`config.mk`:
```
export PLATFORM = sky130hd
export DESIGN_NAME = seq_multiplier_param
export DESIGN_NICKNAME = d
export VERILOG_FILES = /design/src/rtl/seq_mult_pkg.sv /design/src/rtl/seq_mult_step.sv /design/src/rtl/seq_multiplier_param.sv
export SDC_FILE = /design/constraint.sdc
export NUM_CORES = 1
export LEC_CHECK = 0
export ABC_CLOCK_PERIOD_IN_PS = 4740
export CAP_MARGIN = 20
export CORE_MARGIN = 5
export CORE_UTILIZATION = 40
export CTS_CLUSTER_DIAMETER = 50
export DETAILED_ROUTE_END_ITERATION = 10
export HOLD_SLACK_MARGIN = 0.05
export PLACE_DENSITY = 0.6
export SETUP_SLACK_MARGIN = 0.2
export SYNTH_ARGS = -nofsm -noshare
export SYNTH_HDL_FRONTEND = slang
export SYNTH_SLANG_ARGS = --single-unit
```
`constraint.sdc`:
```
create_clock -name clk -period 4.74 [get_ports clk]
set_clock_uncertainty 0.1 [all_clocks]
set_input_delay 0.948 -clock clk [delete_from_list [all_inputs] [get_ports clk]]
set_output_delay 0.948 -clock clk [all_outputs]
set_load 0.02 [all_outputs]
```
`src/rtl/seq_mult_pkg.sv`:
```
// Shared definitions for the parametrised shift-add multiplier:
// FSM state encodings and the step-counter width helper.
package seq_mult_pkg;

    localparam logic [1:0] IDLE = 2'd0;
    localparam logic [1:0] CALC = 2'd1;
    localparam logic [1:0] DONE = 2'd2;

    // Counter must hold every step index 0..n, hence clog2(n+1).
    function automatic int cnt_width(input int n);
        return (n < 1) ? 1 : $clog2(n + 1);
    endfunction

endpackage

```
`src/rtl/seq_mult_step.sv`:
```
// Combinational partial-product unit: multiplies the magnitude of A by a
// BITS_PER_CYCLE-bit slice of B and aligns the result to the step position.
module seq_mult_step
    import seq_mult_pkg::*;
#(
    parameter int WIDTH          = 8,
    parameter int BITS_PER_CYCLE = 1,
    parameter int CW             = 4
) (
    input  logic [WIDTH-1:0]          mag_a,
    input  logic [BITS_PER_CYCLE-1:0] slice,
    input  logic [CW-1:0]             step,
    output logic [2*WIDTH-1:0]        addend
);

    logic [2*WIDTH-1:0] mag_ext;
    logic [2*WIDTH-1:0] partial;

    always_comb begin
        mag_ext = {{WIDTH{1'b0}}, mag_a};
        partial = '0;
        for (int j = 0; j < BITS_PER_CYCLE; j++) begin
            if (slice[j]) begin
                partial = partial + (mag_ext << j);
            end
        end
        // Step k retires multiplier bits [k*BPC +: BPC], so weight by 2^(k*BPC).
        addend = partial << (int'(step) * BITS_PER_CYCLE);
    end

endmodule

```
`src/rtl/seq_multiplier_param.sv`:
```
// Sequential shift-add multiplier with valid/ready operand and result ports,
// configurable width, bits retired per cycle and per-operation signed mode.
module seq_multiplier_param
    import seq_mult_pkg::*;
#(
    parameter int WIDTH          = 8,
    parameter int BITS_PER_CYCLE = 1
) (
    input  logic                 clk,
    input  logic                 rst,
    input  logic                 in_valid,
    output logic                 in_ready,
    input  logic                 signed_mode,
    input  logic [WIDTH-1:0]     A,
    input  logic [WIDTH-1:0]     B,
    output logic                 out_valid,
    input  logic                 out_ready,
    output logic [2*WIDTH-1:0]   C
);

    // Handshakes: a transfer happens on a rising edge where valid and ready
    // are both high; ready/valid are registered and decoded from state only.
    localparam int N  = WIDTH / BITS_PER_CYCLE;
    localparam int CW = cnt_width(N);

    logic [1:0]         state, state_next;
    logic [WIDTH-1:0]   mag_a, mag_b;
    logic [WIDTH-1:0]   in_mag_a, in_mag_b;
    logic               neg;
    logic [CW-1:0]      cnt;
    logic [2*WIDTH-1:0] acc, acc_next, addend;
    logic               accept, last_step;

    assign accept    = in_valid && in_ready;
    assign last_step = (cnt == CW'(N - 1));
    assign in_mag_a  = (signed_mode && A[WIDTH-1]) ? -A : A;
    assign in_mag_b  = (signed_mode && B[WIDTH-1]) ? -B : B;
    assign acc_next  = acc + addend;

    seq_mult_step #(
        .WIDTH          (WIDTH),
        .BITS_PER_CYCLE (BITS_PER_CYCLE),
        .CW             (CW)
    ) u_step (
        .mag_a  (mag_a),
        .slice  (mag_b[BITS_PER_CYCLE-1:0]),
        .step   (cnt),
        .addend (addend)
    );

    always_comb begin
        state_next = state;
        case (state)
            IDLE:    if (accept)    state_next = CALC;
            CALC:    if (last_step) state_next = DONE;
            DONE:    if (out_ready) state_next = IDLE;
            default: state_next = IDLE;
        endcase
    end

    always_ff @(posedge clk or posedge rst) begin
        if (rst) begin
            state     <= IDLE;
            in_ready  <= 1'b1;
            out_valid <= 1'b0;
            mag_a     <= '0;
            mag_b     <= '0;
            neg       <= 1'b0;
            cnt       <= '0;
            acc       <= '0;
            C         <= '0;
        end else begin
            state     <= state_next;
            in_ready  <= (state_next == IDLE);
            out_valid <= (state_next == DONE);
            case (state)
                IDLE: begin
                    if (accept) begin
                        mag_a <= in_mag_a;
                        mag_b <= in_mag_b;
                        neg   <= signed_mode && (A[WIDTH-1] ^ B[WIDTH-1]);
                        cnt   <= '0;
                        acc   <= '0;
                    end
                end
                CALC: begin
                    acc   <= acc_next;
                    mag_b <= mag_b >> BITS_PER_CYCLE;
                    cnt   <= cnt + 1'b1;
                    if (last_step) begin
                        C <= neg ? -acc_next : acc_next;
                    end
                end
                default: ;
            endcase
        end
    end

endmodule

```
Word-level counts from Yosys, hierarchy flattened:

Index checks and enable logic that the tools add are counted.

* bits of input ports: 21
* logic and storage cells: 45
* register bits after elaboration: 57
* output and inout bits: 18

* add/sub/neg operators: 5
* reductions and logical operators: 10
* bitwise logic cells: 1
* equality and inequality tests: 5
* shifts and indexed selects: 1
* multiplexer cells: 14

Operators by type and width (count)
* 16-bit 2-to-1 mux: 2
* 8-bit 2-to-1 mux: 4
* 16-bit one-hot mux with 2 select lines: 1
* 16-bit adder: 1
* 16-bit negator: 1
* 8-bit negator: 2
* 8-bit one-hot mux with 2 select lines: 1
* 16-bit by 4-bit left shift with 16-bit output: 1
* 4-bit one-hot mux with 2 select lines: 1
* 2-bit 2-to-1 mux: 3
* 2-bit one-hot mux with 3 select lines: 1
* 2-bit AND reduction: 3
* 4-bit by 1-bit adder with 4-bit output, second input constant: 1
* 2-bit equality test, second input constant: 2
* 4-bit by 3-bit equality test with 1-bit output, second input constant: 1
* 1-bit logical AND: 4
* 2-bit zero test: 2
* 4-bit 2-to-1 mux: 1
* 2-bit by 1-bit equality test with 1-bit output, second input constant: 1
* 2-bit inequality test, second input constant: 1
* 2-bit nonzero test: 1
* 1-bit XOR: 1

Depth between registers and ports, before layout:

Gate-level depths: netlist of run 1.

* word-level depth: 5
* mapped depth: 17
* depth with buffers taken out: 15

By module:

From an unflattened synthesis of run 1, not the netlist that was laid out.

* cell total of the unflattened synthesis: 470
* area total of the unflattened synthesis: 4005.1 µm²

By module, submodules not included
* seq_multiplier_param: area each 3480.8 µm², instances 1, cells an instance 388, sequential area each 1427.6 µm²
* seq_mult_step: area each 524.3 µm², instances 1, cells an instance 82, sequential area each 0.0 µm²

Worst setup path before layout of run 1:

Ideal clock, no wire load.

* kind: reg-to-reg
* start: register cnt[0]
* end: register C[14]
* setup slack: 0.508 ns
* library setup time: 0.131 ns
* buffers on the path: 1
* clock period less this slack: 4.232 ns
* cell stages (with the launch flop): 17
* data required time: 4.509 ns
* data arrival time: 4.001 ns
* cells stage by stage: dfrtp_1 clkbuf_1 mux2_2 nand2_1 inv_1 a22oi_1 nor2b_1 a211oi_1 ha_1 a21o_1 a311oi_2 nor2_1 or4_4 a2111o_1 o41ai_2 xor2_1 o21ai_1

* cells in the longest elaborated chain, start to end: 4
* elaborated cells on any way between the ends: 6
* those cells by class: 2 x add/sub; 1 x eq/ne; 1 x shift; 1 x mux; 1 x reduce/logical

RTL lines
* start: declaration: line seq_multiplier_param.sv:30 `logic [CW-1:0] cnt;`
* start signal: assignment: line seq_multiplier_param.sv:89 `cnt <= cnt + 1'b1;`
* 16-bit by 4-bit left shift with 16-bit output: line seq_mult_step.sv:28 `addend = partial << (int'(step) * BITS_PER_CYCLE);`
* 16-bit adder: line seq_multiplier_param.sv:38 `assign acc_next = acc + addend;`
* 16-bit negator: line seq_multiplier_param.sv:91 `C <= neg ? -acc_next : acc_next;`
* 16-bit 2-to-1 mux: line seq_multiplier_param.sv:91
* end signal: assignment: line seq_multiplier_param.sv:91
* end: declaration: line seq_multiplier_param.sv:18 `output logic [2*WIDTH-1:0] C`

Several ways; a longest one is shown, not always the timed one.
A chain may end at the register's enable or synchronous reset.

Final worst setup path of run 1:

Same ends and word-level chain as after synthesis.

==> results of run 1 <==
power groups by stage:
stage                     combinational [µW]  sequential (µW)  clock (µW)
after floorplan                         1590              894           0
after global placement                  2070              921           0
after detailed placement                2090              929           0
after CTS                               2100              921         488
after global routing                    2350              958         506
final                                   2110              922         476
worst paths after layout:
check                      startpoint  endpoint  slack (ns)  cells after the start
max                            cnt[0]     C[14]        0.47                     15
min                             C[11]     C[11]        0.38                      2
max reg2reg                    cnt[0]     C[14]        0.47                     15
min reg2reg                     C[11]     C[11]        0.38                      2
max in group asynchronous         rst  mag_a[4]        2.81                      3
min in group asynchronous         rst  mag_b[4]        0.93                      2
layout by cell type, fill, tap and decap left out, types with 6 or more instances in the layout:
cell type / synthesis / layout
sky130_fd_sc_hd__nor3_1: 12 / 11
sky130_fd_sc_hd__xnor2_1: 20 / 20
sky130_fd_sc_hd__a21oi_1: 26 / 26
sky130_fd_sc_hd__clkbuf_8: 0 / 10
sky130_fd_sc_hd__clkdlybuf4s50_1: 0 / 38
sky130_fd_sc_hd__a21o_1: 7 / 7
sky130_fd_sc_hd__nand3_1: 12 / 12
sky130_fd_sc_hd__nor2_1: 38 / 38
sky130_fd_sc_hd__nand4_1: 6 / 6
sky130_fd_sc_hd__dfrtp_1: 56 / 56
sky130_fd_sc_hd__mux2i_1: 6 / 6
sky130_fd_sc_hd__o21ai_0: 42 / 42
sky130_fd_sc_hd__a22o_1: 7 / 7
sky130_fd_sc_hd__ha_1: 19 / 19
sky130_fd_sc_hd__o21a_1: 6 / 6
sky130_fd_sc_hd__inv_1: 17 / 16
sky130_fd_sc_hd__nor2b_1: 7 / 7
sky130_fd_sc_hd__mux2_2: 6 / 6
sky130_fd_sc_hd__nand2_1: 55 / 55
sky130_fd_sc_hd__xor2_1: 14 / 14
flip-flops by register name, summed over array words and instances, names as in the netlist:
name	count
C	16
acc	16
cnt	4
in_ready	1
mag_a	8
mag_b	8
neg	1
out_valid	1
state	2
critical path: cells and delay by family (launching register included):
| kind | cells | cell delay (ns) |
|---|---|---|
| AO/OA/AOI/OAI | 7 | 1.73 |
| buffers and inverters | 1 | 0.05 |
| XOR/XNOR | 1 | 0.18 |
| AND/OR/NAND/NOR | 4 | 0.90 |
| multiplexers | 1 | 0.36 |
| adder cells (fa/ha/maj) | 1 | 0.39 |
| flip-flops | 1 | 0.46 |
per-layer routing:
layer | GRT usage | vias up | part of all wire
met2 | 0.288 | 78 | 0.48
li1 | - | 1749 | -
met5 | 0 | - | 0
met1 | 0.236 | 1682 | 0.46
met4 | 0.0589 | 0 | 0.017
met3 | 0.0315 | 15 | 0.044
Yosys cell counts (7+ instances only):
library cell	n
sky130_fd_sc_hd__clkbuf_1	23
sky130_fd_sc_hd__inv_1	17
sky130_fd_sc_hd__dfrtp_1	56
sky130_fd_sc_hd__xor2_1	14
sky130_fd_sc_hd__a21o_1	7
sky130_fd_sc_hd__a21oi_1	26
sky130_fd_sc_hd__nand3_1	12
sky130_fd_sc_hd__o21ai_0	42
sky130_fd_sc_hd__xnor2_1	20
sky130_fd_sc_hd__nor3_1	12
sky130_fd_sc_hd__ha_1	19
sky130_fd_sc_hd__nor2_1	38
sky130_fd_sc_hd__nor2b_1	7
sky130_fd_sc_hd__a22o_1	7
sky130_fd_sc_hd__nand2_1	55
stage by stage:
stage	utilization	setup slack [ns]	total power, µW	instance area [µm²]
after floorplan	-	0.508	2480	4010
after global placement	0.460	0.592	2990	4500
after detailed placement	0.460	0.508	3020	4500
after CTS	0.480	0.495	3510	4700
after global routing	0.482	0.214	3810	4710
final	0.482	0.468	3510	4710
cell type report:
| class | count | area share |
|---|---|---|
| inverters | 18 | 0.0144 |
| clock buffers | 11 | 0.0300 |
| flip-flops and latches | 57 | 0.303 |
| repair buffers | 42 | 0.0872 |
| well taps | 133 | 0.0353 |
| multi-input cells | 366 | 0.518 |
| clock inverters | 5 | 0.0120 |
kinds of logic (layout without fill, tap and decap cells):
kind of cell	Yosys count	in the layout	synth area share
DFF	57	57	0.356
adders and majority gates	20	20	0.0642
buffers and inverters	42	76	0.0411
xor gates and xnor gates	34	34	0.0742
muxes	15	15	0.0486
AOI/OAI and AO/OA	141	141	0.233
and+or+nand+nor	156	156	0.183
what timing repair did:
action                     CTS  global route
setup endpoints to repair    0             3
resized for setup            0             2
hold endpoints to repair     0             0
==> results by stage, run 1 <==
Flow run:
- The tool flagged a number of max-cap violations equal to 0.

Power and ir drop:
- For this design the total switching power over the nets is 1640 µW.
- Of the total power, the share spent switching nets is 0.468.
- The analysis attributes to cell leakage a power of 0.00205 µW.
- Of the total power, registers draw 0.263.
- The part of the power in the clock network is 0.136.
- Power spread over the standard cell area amounts to 745 mW/mm².
- The worst supply voltage drop on vdd is 0.233 mV.
- The relative contribution of combinational cells to total power is 0.602.
- Internal power comes to 1860 µW.

GRT:
- The number of global-route vias before repair is 3524.
- Summed over all layers, the global routing overflow is 0.
- Entering global routing, the biggest net connects 35 pins.
- The global-route wire length before repair is 16800 µm.
- Across every metal layer, demand over resource in global routing totals 0.176.
- The number of antenna violations at the first check in global routing was 0.

Worst setup path:
- The largest single stage delay on the critical path is 0.50 ns.
- The critical path start-end classification is register to register.
- Traced cell by cell, the critical path runs through mux2_2 -> nand2_1 -> inv_1 -> a22oi_1 -> nor2b_1 -> a211oi_1 -> ha_1 -> a21o_1 -> a311oi_2 -> nor2_1 -> or4_4 -> a2111o_1 -> o41ai_2 -> xor2_1 -> o21ai_1.
- The capturing element type of the critical path is a register.
- STA classifies the critical path startpoint as a register.
- The arrival time of data at the critical path endpoint is 4.39 ns.
- Along the worst path, the maximum fanout reaches 7.
- The critical path data required time is 4.85 ns.
- The standard cell with the maximum stage delay on the critical path is sky130_fd_sc_hd__or4_4.

Die:
- The die covers 0.0121 mm².
- The placeable core area is 0.00977 mm².
- In this run the vertical extent of the chip is 110 µm.
- The total number of placement rows is 36.
- In this run the count of I/O pins placed on the die edge is 39.
- For this configuration, the core starts out at a cell density of 0.411.
- The x dimension of the die is 110 µm.

Clocking:
- The post-cts hold buffer count is 0.
- The TritonCTS clock tree is yes.
- The longest clock path from root to sink contains 2 buffers.
- The tree built by TritonCTS fans out to 57 sinks.
- The number of setup buffers added after CTS is 0.
- For the worst-skew pair, the clock arrives at the later sink with an insertion delay of 0.34 ns.
- TritonCTS created 9 clock buffers.
- The clock tree synthesis step divided the H-tree into 3 levels.
- The cell sitting at the root of the clock tree is a sky130_fd_sc_hd__clkbuf_8.
- The clock transition at the registers of the reported paths is 0.08 ns.

STA:
- The number of failing setup endpoints in the final timing report is 0.
- The count of final hold-check violations is 0.
- The share of the cycle needed by the critical path after routing is 0.901.
- At the pin with the least slew margin, the transition time is 0.974 ns.
- The timing-limited maximum frequency is 234 MHz.
- The accumulated negative setup slack is 0 ns.
- The smallest clock period supported by the final layout is computed as 4.27 ns.
- The headroom to the max-slew limit is 0.350.
- The final max-slew violation count is 0.
- Setup repair after global routing left no endpoint under its margin.
- Hold timing on the final database bottoms out at a slack of 0.383 ns.

Worst hold path:
- The min-delay analysis places its worst path in the category register to register.

Final layout:
- The count of fill cells added during filler insertion is 995.
- From synthesis to final layout, the design area changed by 17.3%.
- The antenna diode count is 0.
- The post-route non-filler standard cell count is 632.
- The footprint of the multi-input gates is 0.00244 mm².
- In the final layout, the share of cells above drive strength 1 is 0.0802.
- The number of nets at the end of the flow is 535.
- The total area of sequential cells is 0.00143 mm².

Placed design:
- The port buffer count is 38.
- The number of cells after detailed placement is 616.
- The estimated wirelength of the detail-placed design is 7460 µm.
- The congestion estimate from routability-driven global placement came to 0.875.

Yosys:
- The average instance area after synthesis is 8.63 µm².
- Ranked by total cell area, the synthesized netlist is headed by sky130_fd_sc_hd__dfrtp_1 35%, sky130_fd_sc_hd__ha_1 5.9%, sky130_fd_sc_hd__o21ai_0 5.2%.
- The biggest area contributor in the post-synthesis netlist is sky130_fd_sc_hd__dfrtp_1.
- The count of state elements after synthesis is 57.
- The synthesized area is 0.00401 mm².
- Yosys mapped the design onto 60 distinct sky130hd cell types.
- The total nets after synthesis is 506.
- For this run, the leading register cell type out of synthesis is sky130_fd_sc_hd__dfrtp_1.
- The part of the Yosys area used for sequential elements is 0.356.
- Counting flops with an async set or reset pin after synthesis yields a share of 1.00.
- The number of enable flip-flop cells after synthesis is 0.
- The number of synthesis warnings is 0.
- The number of instances in the synthesized netlist is 465.
- Of the post-synthesis cell area, the dominant cell type holds 0.349.

Detailed routing:
- Dividing the detail-routed via count by the number of cells gives 5.58.
- The first routing iteration left 250 violations.
- The total routed wirelength is 9920 µm.
- The number of detailed-routing iterations run before antenna repair is 4.
- The number of routed nets with antenna violations is 0.
- In the final routed layout, each cell accounts on average for 15.7 µm.
- The overall via count from detail_route is 3524.
- In the routed design, unresolved DRC markers number 0.

Status:
- The flow ran to the end, and the final reports show no timing, DRC or antenna violations.
No activity file was read; power rests on OpenSTA's default activity.
==> run 2: changes to the inputs <==
--- a/config.mk
+++ b/config.mk
@@ -17,3 +17,4 @@
 export SYNTH_ARGS = -nofsm -noshare
 export SYNTH_HDL_FRONTEND = slang
 export SYNTH_SLANG_ARGS = --single-unit
+export TNS_END_PERCENT = 100
==> constraint.sdc (replaced) <==
create_clock -name clk -period 4.74 [get_ports clk]
set_clock_uncertainty 0.1 [all_clocks]
set_input_delay 1.422 -clock clk [delete_from_list [all_inputs] [get_ports clk]]
set_output_delay 1.422 -clock clk [all_outputs]
set_load 0.02 [all_outputs]
==> run 2 against run 1 <==
  * Critical path type unchanged
  * Sequential share of layout area hardly changed
  * First-iteration DRC count is 4.4% higher
  * Critical path depth is 3 lower
  * Cell area hardly changed
  * Core utilization hardly changed
  * Largest power group unchanged
==> results by stage, run 2 (same netlist as run 1, synthesis figures left out) <==
GRT:
- The global-route wire length before repair is 16800 µm.
- The overall fraction of global-route tracks in use is 0.176.
- The number of antenna violations at the first check in global routing is 0.
- The number of global-route vias before repair was 3508.
- Entering global routing, the biggest net connects 35 pins.
- For this run the aggregate overflow at the end of global routing stands at 0.

Placed design:
- The port buffer count is 38.
- The number of cells after detailed placement is 615.
- The final weighted congestion in routability-driven placement is 0.925.
- The estimated wirelength of the detail-placed design is 7430 µm.

Worst setup path:
- At the worst endpoint, the arrival time is 4.38 ns.
- The worst setup path is launched from a register.
- In this run the critical register-to-register path is launched from cnt[3].
- The number of cells on the worst reg-to-reg path is 12.
- STA puts the critical path data required time at 4.85 ns.
- The register-to-register path setup slack is 0.47 ns.
- The maximum fanout encountered on the critical timing path is 15.
- The end of the worst register-to-register path is C[14].
- The capturing element type of the critical path is a register.
- The critical path in this run is classified as register to register.

Worst hold path:
- The class of the most critical hold timing path is register to register.
- The worst hold path passes through 2 cells.
- The launch instance of the worst min-delay path is C[7].
- The end point of the worst hold path is C[7].

STA:
- In the finished design, the share of the clock period the worst path needs comes to 0.902.
- At the pin with the least slew margin, the transition time is 0.940 ns.
- In this run the tightest slew margin relative to its limit is 0.372.
- The final max-slew violation count came to 0.
- Setup violations remaining at the end of the flow were counted as 0.
- The timing-limited maximum frequency is 234 MHz.
- For the finished layout, the period the worst path requires is 4.27 ns.
- Setup repair after global routing left no endpoint under its margin.
- The count of final hold-check violations is 0.
- After routing, the total negative slack on setup checks comes to 0 ns.

Final layout:
- The share of final-layout standard cells stronger than drive strength 1 is 0.0763.
- The library cells used most frequently in the layout, excluding fill and tap cells, are 55 x sky130_fd_sc_hd__dfrtp_1, 55 x sky130_fd_sc_hd__nand2_1, 42 x sky130_fd_sc_hd__o21ai_0, 38 x sky130_fd_sc_hd__nor2_1, 38 x sky130_fd_sc_hd__clkdlybuf4s50_1.
- The largest registers in the layout are C (16), acc (16).
- At the end of the flow the core is filled with cells to 0.482.
- The number of antenna diodes in the final layout is 0.
- The area growth from synthesis to layout is 17.4%.
- The count of cells in the finished layout, fillers not included, comes to 631.
- The count of fill cells added during filler insertion is 991.
- The total area of sequential cells is 0.00143 mm².
- The number of nets at the end of the flow is 534.
- The footprint of the multi-input gates is 0.00243 mm².

Die:
- The total number of placement rows is 36.
- The x dimension of the die is 110 µm.
- During I/O placement, the number of pins put on the boundary was 39.
- The floorplan step defined a core boundary enclosing 0.00977 mm².
- The die covers 0.0121 mm².
- From bottom edge to top edge, the die measures 110 µm.
- The initial core utilization is 0.411.

Detailed routing:
- Using the TritonRoute via totals, the vias-per-cell ratio works out to 5.55.
- Summed over all layers, the routed wires come to 9910 µm.
- The detailed router's first-iteration violation count is 261.
- Summing over every cut layer, the via total after detailed routing is 3500.
- The number of routed nets with antenna violations is 0.
- The routed wire length per instance is 15.7 µm.
- The pre-antenna-repair detailed-routing pass consisted of 4 iterations.
- In the routed design, unresolved DRC markers number 0.

Clocking:
- The buffer depth of the longest clock path is 2.
- The number of sinks on the clock net is 57.
- Clock-pin slew was measured on the worst setup and hold paths at 0.08 ns.
- In this run the number of H-tree levels came out at 3.
- The clock root buffer master is sky130_fd_sc_hd__clkbuf_8.
- In this run, post-CTS hold repair placed 0 buffers.
- The TritonCTS clock tree is yes.
- The number of buffers added by the clock tree synthesis step is 9.
- Clock latency on the worst-skew pair, taken at its later pin, is 0.34 ns.

Power and ir drop:
- Internal power comes to 1910 µW.
- The switching fraction of total power is 0.460.
- The total power divided by cell area is 751 mW/mm².
- In this run the power spent charging and discharging nets is 1630 µW.
- The analysis attributes to cell leakage a power of 0.00205 µW.
- Of the total power, registers draw 0.266.
- The share of total power dissipated in combinational logic is 0.587.
- IR analysis of the VDD net gives a maximum drop of 0.266 mV.
- The part of the power in the clock network is 0.148.

Flow run:
- The number of violations of the max-capacitance limit is 0.

Status:
- The run finished with clean final reports.
[run 2: cell count changes in the layout (fill, tap and decap cells not counted)]
cell                         change
sky130_fd_sc_hd__a221oi_1        +1
sky130_fd_sc_hd__a221oi_2        -1
sky130_fd_sc_hd__buf_4           -1
sky130_fd_sc_hd__bufinv_16       +1
sky130_fd_sc_hd__clkinv_4        -1
sky130_fd_sc_hd__clkinvlp_4      -1
sky130_fd_sc_hd__dfrtp_1         -1
sky130_fd_sc_hd__dfrtp_2         +1
sky130_fd_sc_hd__inv_6           +1
sky130_fd_sc_hd__nor4_1          +1
sky130_fd_sc_hd__nor4_2          -1
[run 2: layout make-up]
class | count | area share
Clock inverter | 5 | 0.0167
Clock buffer | 11 | 0.0300
Sequential cell | 57 | 0.303
Tap cell | 133 | 0.0353
Multi-Input combinational cell | 366 | 0.515
Timing Repair Buffer | 41 | 0.0855
Inverter | 18 | 0.0143
[run 2: critical path, stage by stage, from the launching register on]
cell	delay (ns)
sky130_fd_sc_hd__dfrtp_1	0.64
sky130_fd_sc_hd__clkinv_1	0.36
sky130_fd_sc_hd__nand2_1	0.29
sky130_fd_sc_hd__o22ai_1	0.14
sky130_fd_sc_hd__ha_1	0.44
sky130_fd_sc_hd__a21o_1	0.26
sky130_fd_sc_hd__a311oi_2	0.28
sky130_fd_sc_hd__nor2_1	0.11
sky130_fd_sc_hd__or4_4	0.50
sky130_fd_sc_hd__a2111o_1	0.45
sky130_fd_sc_hd__o41ai_2	0.31
sky130_fd_sc_hd__xor2_1	0.19
sky130_fd_sc_hd__o21ai_1	0.08
[run 2: stage by stage]
stage / power [µW] / worst slack, ns / cell area (µm²) / hold slack, ns
after detailed placement: 3010 / 0.415 / 4490 / 0.369
after floorplan: 2480 / 0.508 / 4010 / 0.350
final: 3540 / 0.465 / 4710 / 0.381
after CTS: 3550 / 0.386 / 4710 / 0.388
after global routing: 3830 / 0.269 / 4710 / 0.398
after global placement: 2980 / 0.508 / 4490 / 0.356
[run 2: what timing repair did]
action	4_1_cts	5_1_grt
resized for setup	0	1
setup buffers	0	0
endpoints found under the setup margin	0	1
[run 2: layer usage]
layer  share of wire  wire [µm]  global-route usage
met1            0.46       4610               0.234
met2            0.46       4560               0.274
met3           0.044        435              0.0396
met4           0.031        304              0.0756
met5               0          0                   0
[run 2: power by group through the flow]
stage | combinational (µW) | sequential (µW) | clock [µW]
after global placement | 2050 | 937 | 0
after CTS | 2080 | 937 | 530
final | 2080 | 939 | 523
after global routing | 2310 | 977 | 553
after detailed placement | 2070 | 945 | 0
after floorplan | 1590 | 894 | 0
[run 2: how the worst max path moves through the flow]
| stage | end | depth (start not counted) | start | slack (ns) |
|---|---|---|---|---|
| after floorplan | C[14] | 16 | cnt[0] | 0.51 |
| after global placement | C[14] | 14 | cnt[0] | 0.51 |
| after detailed placement | C[14] | 14 | cnt[0] | 0.42 |
| after CTS | C[14] | 14 | cnt[0] | 0.39 |
| after global routing | C[14] | 14 | cnt[0] | 0.27 |
| final | C[14] | 12 | cnt[3] | 0.47 |
